[src/rtl/ceespu_dmem_bridge.sv]
// Bridges the ceespu data-memory port to a req/ack external bus.
// Holds the core stalled until ack or timeout, then gives one DONE cycle.
module ceespu_dmem_bridge #(
  parameter int unsigned TIMEOUT   = 255,
  parameter logic [31:0] ERR_RDATA = 32'h0000_0000
) (
  input  logic        I_clk,
  input  logic        I_rst,
  input  logic [15:0] I_dmemAddress,
  input  logic [31:0] I_dmemWData,
  input  logic        I_dmemE,
  input  logic [3:0]  I_dmemWe,
  output logic [31:0] O_dmemData,
  output logic        O_dmemBusy,
  output logic        O_mem_req,
  output logic [13:0] O_mem_addr,
  output logic [31:0] O_mem_wdata,
  output logic [3:0]  O_mem_be,
  output logic        O_mem_wr,
  input  logic        I_mem_ack,
  input  logic [31:0] I_mem_rdata,
  output logic        O_err
);

  localparam int CW = ($clog2(TIMEOUT + 1) > 8) ? $clog2(TIMEOUT + 1) : 8;
  localparam logic [CW-1:0] TIMEOUT_C = CW'(TIMEOUT);

  typedef enum logic [1:0] {IDLE, WAIT, DONE} state_t;

  state_t        state;
  logic [CW-1:0] waitCnt;
  logic [CW-1:0] waitCntNext;
  logic          unusedAddrBits;

  // Byte offset within the word is meaningless on a word-wide bus.
  assign unusedAddrBits = ^I_dmemAddress[1:0];
  assign waitCntNext    = waitCnt + 1'b1;
  assign O_dmemBusy     = ((state == IDLE) && I_dmemE) || (state == WAIT);

  always_ff @(posedge I_clk or posedge I_rst) begin
    if (I_rst) begin
      state       <= IDLE;
      waitCnt     <= '0;
      O_mem_req   <= 1'b0;
      O_mem_addr  <= '0;
      O_mem_wdata <= '0;
      O_mem_be    <= '0;
      O_mem_wr    <= 1'b0;
      O_dmemData  <= '0;
      O_err       <= 1'b0;
    end else begin
      case (state)
        IDLE: begin
          if (I_dmemE) begin
            O_mem_addr  <= I_dmemAddress[15:2];
            O_mem_wdata <= I_dmemWData;
            O_mem_be    <= I_dmemWe;
            O_mem_wr    <= |I_dmemWe;
            O_mem_req   <= 1'b1;
            waitCnt     <= '0;
            state       <= WAIT;
          end
        end
        WAIT: begin
          // Ack is checked first so a completion on the timeout cycle still counts.
          if (I_mem_ack) begin
            if (!O_mem_wr) O_dmemData <= I_mem_rdata;
            O_mem_req <= 1'b0;
            state     <= DONE;
          end else if (waitCntNext == TIMEOUT_C) begin
            if (!O_mem_wr) O_dmemData <= ERR_RDATA;
            O_err     <= 1'b1;
            O_mem_req <= 1'b0;
            waitCnt   <= waitCntNext;
            state     <= DONE;
          end else begin
            waitCnt <= waitCntNext;
          end
        end
        DONE:    state <= IDLE;
        default: state <= IDLE;
      endcase
    end
  end

endmodule
[config.mk]
export PLATFORM = sky130hd
export DESIGN_NAME = ceespu_dmem_bridge
export DESIGN_NICKNAME = d
export VERILOG_FILES = /design/src/rtl/ceespu_dmem_bridge.sv
export SDC_FILE = /design/constraint.sdc
export NUM_CORES = 1
export LEC_CHECK = 0
export CAP_MARGIN = 30
export CORE_ASPECT_RATIO = 1.2
export CORE_UTILIZATION = 55
export DETAILED_ROUTE_END_ITERATION = 16
export DONT_BUFFER_PORTS = 1
export PLACE_DENSITY = 0.67
export SLEW_MARGIN = 0
export SYNTH_ARGS = -nofsm -noshare
export SYNTH_HDL_FRONTEND = slang
export SYNTH_SLANG_ARGS = --single-unit
export TNS_END_PERCENT = 100
[constraint.sdc]
create_clock -name I_clk -period 6.43 [get_ports I_clk]
set_input_delay 1.6075 -clock I_clk [delete_from_list [all_inputs] [get_ports I_clk]]
set_output_delay 1.6075 -clock I_clk [all_outputs]
set_load 0.01 [all_outputs]
==> metrics.txt <==
row cnt=34; FF-to-FF Start=waitCnt[0]$_DFFE_PP0P_; area leader, netlist=dfrtp_1; critical path class=in -> out; Highest Clock Rate=0.2896 GHz; Critical Path RT=4.82 ns; post-route clock period utilization=53.70%; CTS Buffer Depth=2; Yosys reg bits=95; outcome=finished, final reports clean; mapped cell area=4156 µm²; synthesized instance count=354; share of the synthesized area in the top cell type=57.19%; Sink Count=95; vias per cell=5.842; number of synthesized flops with an enable pin=0; Area contributors post-synth=dfrtp_1 57%, mux2_2 14%, and3_1 5.3%; final layout net count=437; layout cells sized above 1=24.15%; Reg-to-Reg End=O_dmemData[16]$_DFFE_PP0P_; DP HPWL=5.358 mm; M3 GR Usage=7.042%; slowest CP cell=nor2_1; Max FO, Critical Path=3; Area Growth Syn to Fin=4.365%; GR met2 Demand/Resource=33.27%; setup violators final=0; hold_sp=waitCnt[6]$_DFFE_PP0P_; Crit path max-delay family=simple AND/OR/NAND/NOR gates; initial core utilization=57.14%; CTS Buf Count=9; Post-Layout Cell Count=442; fraction of registers with async set/reset=100.0%; flop2flop setup slack=4.31 ns; min cycle time layout=3.453 ns; Final Slew Violations=0; setup_tns=0 ns; ant diodes=0; met1 Usage GRT=25.38%; Worst-Skew Late Latency=0.35 ns; Yosys Warn Count=0; DRC errors left=0; Hold Path Class=reg -> reg; dpl ws=2.975 ns; CP startpoint=I_dmemE; CTS tree=yes; Multi-input gate area=1491 µm²; Pleak=2.115 nW; Clock Pin Slew Worst Setup and Hold Paths=0.09 ns; die width=81.36 µm; WHS Path Cells=1; Reg2Reg Depth=5; die area=7911 µm²; Post-CTS Resized=0; Top FF cell, synth=dfrtp_1; Chip Height=97.23 µm; routed len/inst=18.09 µm; Placer Congestion=0.7411; Worst-Margin Slew=0.8818 ns; crit-path max cell delay=0.22 ns; # placed instances=426; FF+latch area=2377 µm²; dpl cell area=4165 µm²; CTS Root Cell=clkbuf_8; # Post-CTS Setup Buffers=0; Power Dens Cells=360.6 nW/µm²; post-route cell area=4338 µm²; vias in the first global route=2652; Total GRT Usage=21.12%; startpoint class of the critical path=input port; largest net degree at the start of global routing=60; fillcell total=606; RSZ-0062 raised after global routing=false; CP cell instances=nor2_1 -> nor2_1; first-pass GRT wire length=12.61 mm; drt pass-1 iters=4; Post-Route WL=7.994 mm; Worst VDD drop=228.3 µV; Worst Path Buf+Inv=0; Unique masters post-synth=32; total global routing overflow=0; most numerous cell in the Yosys netlist=dfrtp_1; final hold vios=0; GR peak layer=met2; PortBufs=0; sequential share of the synthesized area=57.19%; Rel. slew slack=41.05%; Core Util, Final=59.63%; synthesized area per cell=11.74 µm²; # IOs=174; Mapped Nets=444; DR iter-0 viols=106; Max Cap Viol=0; Post-synth top cells=95 x dfrtp_1, 50 x mux2_2, 35 x and3_1, 35 x inv_1, 29 x a21oi_1; post-route setup slack=2.977 ns; Hold Crit Endpoint=waitCnt[6]$_DFFE_PP0P_; vias after detailed routing=2582; Top cell by count, worst path=nor2_1; ANT nets after route=0; element type at the critical path end=output port; H-Tree Depth=3; Post-CTS Hold Fix Bufs=0; core area=7274 µm²; Final Skew=0.01101 ns; worst path arrival time=1.85 ns; initial antenna violation count=0
[stage by stage]
stage	hold slack (ns)	total power [mW]
after floorplan	0.4406	1.168
after global placement	0.4626	1.219
after detailed placement	0.4846	1.237
after CTS	0.5025	1.588
after global routing	0.5180	1.655
final	0.5027	1.564
[sequential cells by signal (all words and copies together), names as in the netlist]
register	count
O_mem_wr	1
O_err	1
state	2
O_mem_be	4
O_mem_addr	14
O_mem_req	1
O_dmemData	32
waitCnt	8
O_mem_wdata	32
[cell usage in the layout, fill, tap and decap left out, drive strengths merged, types with 2 or more instances in the layout]
cell	n
a31oi	3
nor2	8
nor3b	3
nand2	6
o21ai	45
nand3	2
a21oi	33
o31ai	3
inv	36
dfrtp	95
mux2	50
clkinv	5
clkbuf	9
buf	4
nor2b	2
o21bai	2
ha	2
and3	35
[layer usage]
layer	vias to the layer above	share of wire [%]	wire length, µm
met1	1238	40	3173
met4	0	2.1	166
met3	15	10	805
met5	-	0	0
met2	135	48	3849
li1	1194	-	-
[report_power, final]
part           total, mW  internal (mW)  switching, mW  leakage, nW
sequential         0.954          0.757          0.198         1.04
combinational      0.265          0.153          0.113        0.990
clock              0.345          0.141          0.203       0.0894
total               1.56           1.05          0.514         2.11
[worst max path at each step]
stage | endpoint | slack [ns] | cells after the start
finish | O_dmemBusy | 2.98 | 2
global route | O_dmemBusy | 2.93 | 2
CTS | O_dmemBusy | 2.97 | 2
detailed placement | O_dmemBusy | 2.98 | 2
global placement | O_dmemBusy | 2.97 | 2
floorplan | O_dmemData[0]$_DFFE_PP0P_ | 2.35 | 1
[final cells by class]
cell class	count	share of cell area [%]
clock inverters	7	1.125
repair buffers	4	1.154
inverters	35	3.086
flip-flops and latches	95	54.80
clock buffers	9	2.855
well taps	90	2.596
multi-input cells	202	34.38
[cells by family (layout without fill, tap and decap cells)]
| family | after synthesis | in the layout | share of synthesized area, % |
|---|---|---|---|
| compound gates | 87 | 87 | 11.92 |
| mux | 50 | 50 | 13.55 |
| simple gates | 61 | 61 | 8.820 |
| fa+ha+maj | 2 | 2 | 0.6020 |
| buf+inv | 57 | 55 | 7.044 |
| xor+xnor | 2 | 2 | 0.8731 |
| flops | 95 | 95 | 57.19 |
[worst reg2reg max path, stage by stage (launching register included)]
cell,delay [ns]
dfrtp_1,0.42
ha_1,0.25
xor2_1,0.21
nand4_2,0.17
o21bai_4,0.74
o21ai_0,0.19
(Power assumes the default switching activity.)
